### src/rtl/switch_sequencer.sv
// Programmable 16-step voice-mask sequencer driving the sound card's 4-bit switches input.
// Each step holds a mask for len tempo ticks; a len=0 entry marks the end of the pattern.
module switch_sequencer #(
   parameter int unsigned TICK_DIV = 500
) (
   input  logic       clk,
   input  logic       reset,
   input  logic       wr_en,
   input  logic [3:0] wr_addr,
   input  logic [3:0] wr_mask,
   input  logic [3:0] wr_len,
   input  logic       start,
   input  logic       stop,
   input  logic       loop,
   output logic [3:0] switches,
   output logic [3:0] step,
   output logic       playing,
   output logic       done
);

   localparam int unsigned TickW = (TICK_DIV > 1) ? $clog2(TICK_DIV) : 1;
   localparam logic [TickW-1:0] TickLast = TickW'(TICK_DIV - 1);

   typedef enum logic [1:0] {StIdle, StLoad, StPlay, StDone} state_e;

   state_e           state_q, state_d;
   logic [3:0]       step_q, step_d;
   logic [3:0]       rem_q, rem_d;
   logic [TickW-1:0] tick_q, tick_d;
   logic [3:0]       switches_q, switches_d;
   logic             playing_q, playing_d;
   logic             done_q, done_d;

   logic [7:0]       mem_q [16];
   logic [7:0]       mem_d [16];
   logic [3:0]       rd_mask;
   logic [3:0]       rd_len;

   assign {rd_mask, rd_len} = mem_q[step_q];

   always_comb begin
      mem_d = mem_q;
      if (wr_en) begin
         mem_d[wr_addr] = {wr_mask, wr_len};
      end
   end

   always_ff @(posedge clk or posedge reset) begin
      if (reset) begin
         for (int i = 0; i < 16; i++) begin
            mem_q[i] <= 8'h00;
         end
      end else begin
         mem_q <= mem_d;
      end
   end

   always_comb begin
      state_d    = state_q;
      step_d     = step_q;
      rem_d      = rem_q;
      tick_d     = tick_q;
      switches_d = switches_q;

      if (stop && (state_q != StIdle)) begin
         state_d    = StIdle;
         switches_d = 4'h0;
      end else if (start && (state_q != StDone)) begin
         // Restart keeps the current mask on the outputs until the new LOAD resolves.
         state_d = StLoad;
         step_d  = 4'h0;
      end else begin
         case (state_q)
            StIdle: begin
               switches_d = 4'h0;
            end
            StLoad: begin
               if (rd_len != 4'h0) begin
                  switches_d = rd_mask;
                  rem_d      = rd_len;
                  tick_d     = '0;
                  state_d    = StPlay;
               end else if (loop && (step_q != 4'h0)) begin
                  step_d = 4'h0;
               end else begin
                  state_d    = StDone;
                  switches_d = 4'h0;
               end
            end
            StPlay: begin
               if (tick_q == TickLast) begin
                  tick_d = '0;
                  rem_d  = rem_q - 4'h1;
                  if (rem_q == 4'h1) begin
                     if (step_q != 4'hf) begin
                        step_d  = step_q + 4'h1;
                        state_d = StLoad;
                     end else if (loop) begin
                        step_d  = 4'h0;
                        state_d = StLoad;
                     end else begin
                        state_d    = StDone;
                        switches_d = 4'h0;
                     end
                  end
               end else begin
                  tick_d = tick_q + TickW'(1);
               end
            end
            StDone: begin
               state_d    = StIdle;
               switches_d = 4'h0;
            end
            default: begin
               state_d    = StIdle;
               switches_d = 4'h0;
            end
         endcase
      end

      // Status flags are registered copies of the next state so they align with it.
      playing_d = (state_d == StLoad) || (state_d == StPlay);
      done_d    = (state_d == StDone);
   end

   always_ff @(posedge clk or posedge reset) begin
      if (reset) begin
         state_q    <= StIdle;
         step_q     <= 4'h0;
         rem_q      <= 4'h0;
         tick_q     <= '0;
         switches_q <= 4'h0;
         playing_q  <= 1'b0;
         done_q     <= 1'b0;
      end else begin
         state_q    <= state_d;
         step_q     <= step_d;
         rem_q      <= rem_d;
         tick_q     <= tick_d;
         switches_q <= switches_d;
         playing_q  <= playing_d;
         done_q     <= done_d;
      end
   end

   assign switches = switches_q;
   assign step     = step_q;
   assign playing  = playing_q;
   assign done     = done_q;

endmodule

### config.mk
export PLATFORM = sky130hd
export DESIGN_NAME = switch_sequencer
export DESIGN_NICKNAME = d
export VERILOG_FILES = /design/src/rtl/switch_sequencer.sv
export SDC_FILE = /design/constraint.sdc
export NUM_CORES = 1
export LEC_CHECK = 0
export ABC_CLOCK_PERIOD_IN_PS = 7400
export CAP_MARGIN = 20
export CORE_UTILIZATION = 50
export DETAILED_ROUTE_END_ITERATION = 8
export GPL_TIMING_DRIVEN = 0
export PLACE_DENSITY = 0.72
export SYNTH_ARGS = -nofsm -noshare
export SYNTH_HDL_FRONTEND = slang
export SYNTH_SLANG_ARGS = --single-unit
export TNS_END_PERCENT = 1
### constraint.sdc
create_clock -name clk -period 7.4 [get_ports clk]
set_clock_uncertainty 0.05 [all_clocks]
set_input_delay 1.85 -clock clk [delete_from_list [all_inputs] [get_ports clk]]
set_output_delay 1.85 -clock clk [all_outputs]
set_load 0.005 [all_outputs]
==> run summary, run 1 <==
For this design the total switching power over the nets is 840.9 µW. Tracing the worst setup path back leads to its startpoint at wr_en. Of the total power, the share spent switching nets is 0.2933. In the synthesized netlist, the cells that appear most often are sky130_fd_sc_hd__dfrtp_1, sky130_fd_sc_hd__mux2_2, sky130_fd_sc_hd__mux4_2. From left edge to right edge, the die measures 124.9 µm. The DRC violations left came out at 8. The total global routing track utilization came out at 0.2293. Entering global routing, the biggest net connects 80 pins. The hold violation count in the final report came out at 0.

The worst setup path is launched from an input port. Dividing the detail-routed wire length by the instance count gives 20.89 µm. The maximum clock path buffer count is 2. The clock transition at the registers of the reported paths came out at 0.06 ns. Before antenna repair, the detailed router went through 8 iterations. The violation count after the first detailed-route iteration came out at 377. The number of hold buffers added after cts is 0. Counting instances, the worst hold path has a depth of 1. The number of distinct library cell variants in the gate-level netlist after synthesis is 50. The number of H-tree levels came out at 4. The post-synthesis average cell area is 13.63 µm². The fraction of the cycle the final worst path needs is 0.5065. The insertion delay of the later-clocked pin in the worst-skew pair came out at 0.43 ns.

The multiplexer area fraction after synthesis came out at 0.3129. The smallest clock period supported by the final layout is computed as 3.748 ns. The required time of the critical path came out at 7.66 ns. The via count of the first global-routing pass is 5019. The maximum resistive drop on vdd is 188.6 µV. The total of flip-flops plus latches after synthesis came out at 153. The number of gates resized after cts came out at 0. The sequential share of power is 0.398.

The number of buffers inserted by port buffering came out at 25. The share of synthesized cell area in full adder, half adder and majority cells is 0.01823. Detailed placement finished with a half-perimeter wire length of 11870 µm.

The fraction of the mapped netlist area in compound gates is 0.05254. The number of vias per cell after detailed routing is 6.191. The die covers 15600 µm². The worst setup path is captured at a register. The row count is 44. The most common cell in the synthesized netlist is sky130_fd_sc_hd__dfrtp_1. The worst register-to-register path begins at step[1]. Yosys printed 0 warnings.

The max-capacitance violation count is 0. The proportion of register bits with asynchronous set or reset after synthesis is 1.000. The highest fanout seen on the critical path came out at 8. The number of buffers added by the clock tree synthesis step came out at 17. The overall power consumption is 2.867 mW. The run finished, with violations left. The checks that failed: design-rule violations. The final weighted congestion of routability-driven global placement came out at 0.8656. The basic-gate share of the synthesized area counting and, or, nand and nor cells is 0.07474. The reg-to-reg critical path endpoint is playing.

The starting density of the core is 0.5156. The sequential area share after synthesis is 0.5071. By area, the combinational part of the netlist is dominated by multiplexers. The area growth from synthesis to layout is 15.05%. The path class of the tightest hold or removal check is reg2reg. The share of cells above drive strength 1 came out at 0.3262. The combinational share of power came out at 0.280. TritonCTS built the clock tree.

Setup repair after global routing left no endpoint under its margin. By area the synthesized netlist is led by sky130_fd_sc_hd__dfrtp_1, sky130_fd_sc_hd__mux2_2, sky130_fd_sc_hd__mux4_2, sky130_fd_sc_hd__mux4_1, sky130_fd_sc_hd__ha_1. In this run the post-CTS setup repair buffer count came out at 0. The mapped cell area is 7550 µm². The part of the total power dissipated in the clock network came out at 0.322. The path depth of the worst reg2reg path came out at 12. Data arrives at the worst endpoint at 4.00 ns. The area fraction of the dominant cell type after synthesis is 0.5071. In this run the register-to-register setup slack is 4.07 ns. The net count of the mapped netlist came out at 583. The worst hold slack came out at 0.4524 ns. The routed via count came out at 4916. In this run the clock root is driven by a sky130_fd_sc_hd__clkbuf_16.

The wire length of the first global-routing pass is 27280 µm. The total wirelength of the detailed-routed design is 16590 µm. The relative slew slack came out at 0.3904. The count of nets left with antenna violations after detail routing is 0. The initial antenna violation count came out at 0.

Setup violations remaining at the end of the flow were counted as 0. The most used flip-flop cell after synthesis is sky130_fd_sc_hd__dfrtp_1. The number of enable flip-flop cells after synthesis is 0. The vertical extent of the die is 124.9 µm. Of the total synthesized cell area, the portion taken by XOR and XNOR cells is 0. The highest clock frequency the design can meet is 0.2668 GHz. The top-level I/O count is 28. The final count of pins violating max slew came out at 0. At the pin with the least slew margin, the transition time is 0.9111 ns. In this run the power density over the cells is 330.1 nW/µm². The leakage dissipation came out at 3.630 nW. The net count reported at finish is 628.

The clock net sink count is 153. The design internal power came out at 2.026 mW. The dominant cell type by area after synthesis is sky130_fd_sc_hd__dfrtp_1. The core region is 14640 µm².

The critical path is of the in2reg type. The instance count of the mapped netlist came out at 554. The total congestion overflow after global routing came out at 0. The termination of the worst setup path is mem_q[26].

The number of inserted diodes is 0.
==> worst min-delay path by stage <==
stage                           from         end  slack [ns]
final                       mem_q[2]    mem_q[2]        0.45
after detailed placement   mem_q[11]   mem_q[11]        0.44
after floorplan           mem_q[112]  mem_q[112]        0.42
after CTS                 mem_q[112]  mem_q[112]        0.45
after global routing        mem_q[2]    mem_q[2]        0.47
after global placement     mem_q[56]   mem_q[56]        0.43
==> layout by cell type (no fill, tap or decap), drive strengths merged, types with 8 or more instances in the layout <==
master	n
mux4	36
a21oi	15
nor2	21
nand2	20
ha	11
clkdlybuf4s50	25
nor3	8
buf	12
o21ai	8
and3	9
nand3	16
inv	27
mux2	130
clkbuf	39
dfrtp	153
==> sequential cells by signal, indices dropped and copies added (netlist names) <==
register / flops
done: 1
mem_q: 128
playing: 1
rem_q: 4
state_q: 2
step: 4
switches: 4
tick_q: 9
==> power by group through the flow <==
stage	combinational (mW)	clock, mW	sequential (mW)
after floorplan	0.599	0	1.12
after global placement	0.764	0	1.14
after detailed placement	0.796	0	1.16
after CTS	0.801	0.933	1.14
after global routing	0.869	0.970	1.17
final	0.802	0.923	1.14
==> final cells by class <==
class | instances | area [µm²]
Sequential cell | 153 | 3829
Timing Repair Buffer | 26 | 277.8
Buffer | 30 | 170.2
Clock inverter | 10 | 166.4
Clock buffer | 20 | 456.7
Fill cell | 1134 | 5958
Multi-Input combinational cell | 347 | 3461
Tap cell | 184 | 230.2
Inverter | 24 | 95.09
==> per-layer routing <==
layer	part of all wire	track usage	vias to the layer above
li1	-	-	2169
met1	0.46	0.3145	2590
met3	0.046	0.05326	19
met5	0	0	-
met2	0.48	0.3665	138
met4	0.011	0.06528	0
==> per-stage QoR <==
step	cells	area, µm²	setup slack, ns	utilization	TNS (ns)
2_1_floorplan	554	7550	1.379	-	0
3_3_place_gp	763	8030	-0.3877	0.5484	-57.67
3_5_place_dp	764	8063	3.297	0.5506	0
4_1_cts	794	8686	3.712	0.5931	0
5_1_grt	794	8686	3.620	0.5931	0
6_report	794	8686	3.652	0.5931	0
==> cell families after synthesis <==
group	after synthesis
AO/OA/AOI/OAI	58
adder cells (fa/ha/maj)	11
buffers and inverters	54
flip-flops	153
multiplexers	171
AND/OR/NAND/NOR	107
==> worst max-delay path, cell delays in order <==
cell	delay [ns]
sky130_fd_sc_hd__clkdlybuf4s50_1	0.51
sky130_fd_sc_hd__nor3b_1	0.52
sky130_fd_sc_hd__and3_1	0.23
sky130_fd_sc_hd__clkbuf_1	0.48
sky130_fd_sc_hd__mux2_2	0.41
No activity file was read; power rests on OpenSTA's default activity.
==> run 2, diff against run 1 <==
- ABC_CLOCK_PERIOD_IN_PS: 7400 -> 3100
- PLACE_DENSITY: 0.72 -> 0.75
- clock period: 7.4 -> 3.1 ns (I/O delays scaled with it)
==> run summary, run 2 (synthesized netlist as in run 1, its figures left out) <==
The flow ran to the end, but the final reports show violations. The checks that failed: design-rule violations. For the finished layout, the period the worst path requires is 2.987 ns. The relative slew slack came out at 0.3874. The internal reg-to-reg setup slack came out at 0.11 ns.

Leaving out fill and tap cells, the most frequent cells in the layout are sky130_fd_sc_hd__dfrtp_1, sky130_fd_sc_hd__mux2_2, sky130_fd_sc_hd__mux4_2. The initial antenna violation count is 0. The highest clock frequency the design can meet came out at 0.3348 GHz. The clock passes through at most 2 buffers. The total wirelength of the detailed-routed design came out at 16550 µm. After routing the design area is 8673 µm². The share of cells above drive strength 1 came out at 0.3322. The tightest min-delay check is of the reg2reg type.

The number of buffers inserted by port buffering came out at 25. The measured slew at the worst slew-check pin is 0.9155 ns. The largest registers in the layout are mem_q x128, tick_q x9. The max-capacitance violation count is 0. The hold violation count in the final report is 0. The number of buffers inserted to repair setup after CTS came out at 0. The placed standard-cell area came out at 8094 µm². The final count of pins violating max slew came out at 0. Power spread over the standard cell area amounts to 771.3 nW/µm². The maximum resistive drop on vdd is 436.7 µV.

The top-level I/O count is 28. In this run the remaining antenna-violating nets after routing total 0. Setup repair after global routing left no endpoint under its margin. The number of antenna diodes in the final layout is 0. The net count of the finished layout is 629. The most flop-heavy register is mem_q. The endpoint arrival time on the critical path came out at 3.24 ns.

The number of H-tree levels is 4. Dividing the detail-routed via count by the number of cells gives 6.123. The summed negative setup slack over all endpoints came out at 0 ns.

The DRC violations left came out at 7. The final cell count without fillers is 795. STA classifies the critical path endpoint as a register.

The total congestion overflow after global routing is 0. STA classifies the critical path startpoint as a register. Setup violations remaining at the end of the flow were counted as 0. The half-perimeter wire length of the detailed placement result is 11710 µm. Final hold analysis gives a worst-case slack of 0.4484 ns. Including well taps, the total number of placed cells is 766. The number of buffers added by the clock tree synthesis step is 17.

The starting density of the core came out at 0.5156. The worst setup slack after layout is 0.1127 ns. The via count of the first global-routing pass is 5110.

The violation count after the first detailed-route iteration is 415. Prior to clock tree synthesis, the placed netlist has a worst setup slack of -0.1501 ns. The routed layout has 4868 vias. The insertion delay of the later-clocked pin in the worst-skew pair came out at 0.43 ns. The highest fanout seen on the critical path is 10. The required time of the critical path came out at 3.35 ns. The footprint of the multi-input gates came out at 3462 µm². The total global routing track utilization came out at 0.2304. The sequential cell area came out at 3829 µm².

The count of filler cells inserted in the layout is 1127. Routability-driven placement finished with a final weighted congestion of 0.8912. After detailed routing, the average wire length per cell comes to 20.82 µm. The number of flip-flops under the largest register name is 128. The wire length of the first global-routing pass is 27550 µm. The largest net degree at the start of global routing is 45. TritonCTS built the clock tree.

The horizontal extent of the die came out at 124.9 µm. The root buffer selected by CTS is sky130_fd_sc_hd__clkbuf_16. The overall power consumption is 6.689 mW. The start-to-end type of the worst setup path is reg2reg. The placeable core region is 14640 µm². The first detailed-routing pass ran for 7 iterations.

The row count came out at 44. The total die area came out at 15600 µm². The die is 124.9 µm tall. The clock transition at the registers of the reported paths came out at 0.06 ns. The clock net sink count is 153.

The fraction of the cycle the final worst path needs is 0.9636. The area growth from synthesis to layout is 14.88%. Measured on the finished design, the core utilization comes to 0.5923. The library cell used most frequently in the layout, excluding fill and tap cells, is sky130_fd_sc_hd__dfrtp_1. The leakage dissipation is 3.615 nW.
[run 2: path summary, 6_finish.rpt]
| check | startpoint | end | cells past startpoint |
|---|---|---|---|
| worst min register to register | mem_q[120] | mem_q[120] | 1 |
| max in group asynchronous | reset | mem_q[19] | 3 |
| worst max-delay path | step[0] | playing | 11 |
| worst max register to register | step[0] | playing | 11 |
| worst min-delay path | mem_q[120] | mem_q[120] | 1 |
| min in group asynchronous | reset | tick_q[0] | 2 |
[run 2: power by group]
| group | internal (mW) | switching (mW) |
|---|---|---|
| logic | 0.993 | 0.928 |
| clock network | 1.22 | 0.812 |
| registers | 2.47 | 0.268 |
| total | 4.68 | 2.01 |
[run 2: layout make-up]
class                   instances  share of cell area
flip-flops and latches        153              0.4414
multi-input cells             347              0.3992
clock buffers                  20             0.05265
repair buffers                 28             0.03578
well taps                     184             0.02654
plain buffers                  29             0.01976
clock inverters                10             0.01385
inverters                      24             0.01082
[run 2: per-layer routing]
| metal | wire length (µm) | vias up | global-route usage |
|---|---|---|---|
| met1 | 7423 | 2528 | 0.3063 |
| met5 | 0 | - | 0 |
| met4 | 271 | 0 | 0.08034 |
| met2 | 8125 | 151 | 0.3777 |
| met3 | 729 | 22 | 0.04725 |
| li1 | - | 2167 | - |
[run 2: what timing repair did]
action,CTS,global route
gates resized for setup,0,5
hold buffers,0,0
setup endpoints to repair,2,3
[run 2: critical path, stage by stage (launching register included)]
cell and delay, ns:
sky130_fd_sc_hd__dfrtp_1 0.44, sky130_fd_sc_hd__buf_6 0.22, sky130_fd_sc_hd__buf_8 0.18, sky130_fd_sc_hd__mux4_1 0.63, sky130_fd_sc_hd__nand2_1 0.09, sky130_fd_sc_hd__and3_1 0.20, sky130_fd_sc_hd__and4_1 0.22, sky130_fd_sc_hd__buf_6 0.14
sky130_fd_sc_hd__buf_12 0.13, sky130_fd_sc_hd__nand2_1 0.06, sky130_fd_sc_hd__a211oi_2 0.23, sky130_fd_sc_hd__ha_1 0.26
==> run 3, diff against run 2 <==
- CORE_MARGIN: default -> 10
==> run summary, run 3 (synthesized netlist as in run 1, its figures left out) <==
The clock transition at the registers of the reported paths is 0.06 ns. For the pin with the worst max-slew slack, the measured transition is 0.9259 ns. For the worst-skew pair, the clock arrives at the later sink with an insertion delay of 0.42 ns. The path depth of the worst reg2reg path is 11. The vertical extent of the die is 142.9 µm. The family with the most delay on the worst path is buffers and inverters. The part of the total power dissipated in the clock network is 0.317. 0 antenna diodes ended up in the layout. Buffers inserted to repair hold after CTS numbered 0. Entering global routing, the biggest net connects 47 pins. Clock tree synthesis inserted a total of 17 buffers. The count of nets left with antenna violations after detail routing came out at 0. The start-to-end type of the worst setup path is reg2reg.

The first TritonRoute pass finished after 5 iterations. The internal reg-to-reg setup slack came out at 0.08 ns. The share of total power dissipated in sequential elements is 0.400.

Across the run, the number of max-cap violations was 0. The highest fanout seen on the critical path came out at 10. The share of cells above drive strength 1 is 0.3328. After detailed routing, the total wire length is 17020 µm. The clock net sink count is 153. In this run the static leakage power is 3.640 nW. The horizontal extent of the die is 142.9 µm. Setup violations remaining at the end of the flow were counted as 0. For the worst setup path, the data required time is 3.36 ns. The summed negative setup slack over all endpoints is 0 ns.

The routed via count came out at 4889. The placeable core region is 14640 µm². The share of total power dissipated in combinational logic is 0.283. The number of buffers inserted by port buffering is 25.

The sequential cell area is 3829 µm². The half-perimeter wire length of the detailed placement result is 12120 µm. In this run the worst hold path is classified as reg2reg. Cell internal power was estimated by the tool at 4.818 mW. The final count of pins violating max slew was 0. The flow ran to the end, and the final reports show no timing, DRC or antenna violations. For this run, design rule violations remaining after detail routing come to 0. The total congestion overflow after global routing is 0. Among all stages on the critical path, the largest delay is contributed by sky130_fd_sc_hd__mux4_1. The shortest period the worst path allows is 3.024 ns. The highest clock frequency the design can meet is 0.3307 GHz.

STA classifies the critical path startpoint as a register. In the global route stage, overall resource usage came out at 0.1749. The violation count after the first detailed-route iteration came out at 386. The total die area came out at 20410 µm². The worst setup slack after layout is 0.07620 ns. The number of H-tree levels is 4. The switching power of the nets is 2.011 mW.

IR analysis of the VDD net gives a maximum drop of 470.5 µV. The number of buffer and inverter instances along the worst setup path is 4. The source of the worst register-to-register timing path is step[0]. The footprint of the multi-input gates came out at 3466 µm². The worst setup path is captured at a register. Dividing total power by cell area gives a power density of 782.4 nW/µm².

The number of flip-flops under the largest register name is 128. The net count reported at finish came out at 629. The top-level I/O count came out at 28. In this run the critical register-to-register path is captured at playing. The floorplan has 44 rows. The filler cells instantiated in the layout total 1148. The CTS tree is built.

The relative slew slack is 0.3805. mem_q holds more flip-flops than any other register. The critical path goes through buf_6 -> buf_8 -> mux4_1 -> nand2_1 -> and3_1 -> and4_1 -> buf_6 -> buf_12 -> nand2_1 -> a211oi_2 -> ha_1. Of the total power, the share spent switching nets is 0.2945. The maximum clock path buffer count is 2. The launching element of the worst setup path is step[0]. For this configuration, the core starts out at a cell density of 0.5156. Summing all placed instances gives a cell area of 8094 µm². The largest incremental delay on the critical path is 0.62 ns. In the final layout, the registers with the most flip-flops are mem_q x128, tick_q x9. The number of vias per cell after detailed routing is 6.134. Following the worst setup path forward leads to its endpoint at playing. The library cell used most frequently in the layout, excluding fill and tap cells, is sky130_fd_sc_hd__dfrtp_1. The area growth from synthesis to layout is 15.61%. The root buffer selected by CTS is sky130_fd_sc_hd__clkbuf_16. Counting buffers and inverters, the worst setup path is 11 cells deep. The per-cell routed wire length came out at 21.36 µm.

The wire length of the first global-routing pass came out at 27770 µm. The final weighted congestion of routability-driven global placement came out at 0.8436. The via count of the first global-routing pass is 5166.

Of the available clock period, the critical path in the final layout requires 0.9754. After routing the design area is 8728 µm². In the layout the commonest cells are sky130_fd_sc_hd__dfrtp_1, sky130_fd_sc_hd__mux2_2, sky130_fd_sc_hd__mux4_2. The endpoint arrival time on the critical path is 3.28 ns. The initial antenna violation count is 0. The worst hold slack came out at 0.4472 ns. The hold violation count in the final report was 0. The placement-stage worst setup slack came out at -0.1718 ns.
[run 3: cell count changes in the layout (fill, tap and decap cells not counted), sizes merged]
cell      before  now
clkbuf        40   42
clkinv         5    3
clkinvlp       3    4
bufinv         2    3
[run 3: repair_timing]
item,in CTS,in global routing
cloned,0,0
setup endpoints to repair,2,2
hold endpoints to repair,0,0
resized for setup,0,5
buffers inserted,0,0
[run 3: stage by stage]
stage	utilization	std cells	power [mW]
2_1_floorplan	-	554	4.102
3_3_place_gp	0.5486	763	4.529
4_1_cts	0.5951	797	6.829
5_1_grt	0.5960	797	7.183
3_5_place_dp	0.5527	766	4.665
6_report	0.5960	797	6.829
[run 3: final cells by class]
cell class,instances,share of cell area
Buffer,29,0.02007
Clock buffer,22,0.05548
Clock inverter,10,0.01606
Inverter,24,0.01075
Multi-Input combinational cell,347,0.3971
Sequential cell,153,0.4386
Tap cell,184,0.02638
Timing Repair Buffer,28,0.03555
[run 3: power by group through the flow]
stage               clock network [mW]  logic (mW)  registers, mW
finish                            2.16        1.94           2.73
global route                      2.28        2.12           2.79
CTS                               2.18        1.92           2.73
detailed placement                   0        1.90           2.76
global placement                     0        1.81           2.72
floorplan                            0        1.43           2.67
[run 3: worst reg2reg max path: cells and delay by family, from the launching register on]
| kind | cells | cell delay [ns] |
|---|---|---|
| simple gates | 4 | 0.64 |
| buf+inv | 4 | 0.66 |
| fa+ha+maj | 1 | 0.27 |
| flops | 1 | 0.43 |
| compound gates | 1 | 0.24 |
| mux | 1 | 0.63 |
[run 3: worst min-delay path by stage]
| stage | from | end | slack (ns) | cells past startpoint |
|---|---|---|---|---|
| floorplan | mem_q[112] | mem_q[112] | 0.42 | 1 |
| global placement | mem_q[96] | mem_q[96] | 0.43 | 1 |
| detailed placement | mem_q[120] | mem_q[120] | 0.44 | 1 |
| CTS | mem_q[120] | mem_q[120] | 0.45 | 1 |
| global route | mem_q[120] | mem_q[120] | 0.47 | 1 |
| finish | mem_q[120] | mem_q[120] | 0.45 | 1 |
[run 3: metal layers]
metal	vias up	share of wire	track usage
li1	2170	-	-
met1	2567	0.44	0.2240
met2	137	0.50	0.2896
met3	15	0.053	0.04411
met4	0	0.0092	0.04777
met5	-	0	0
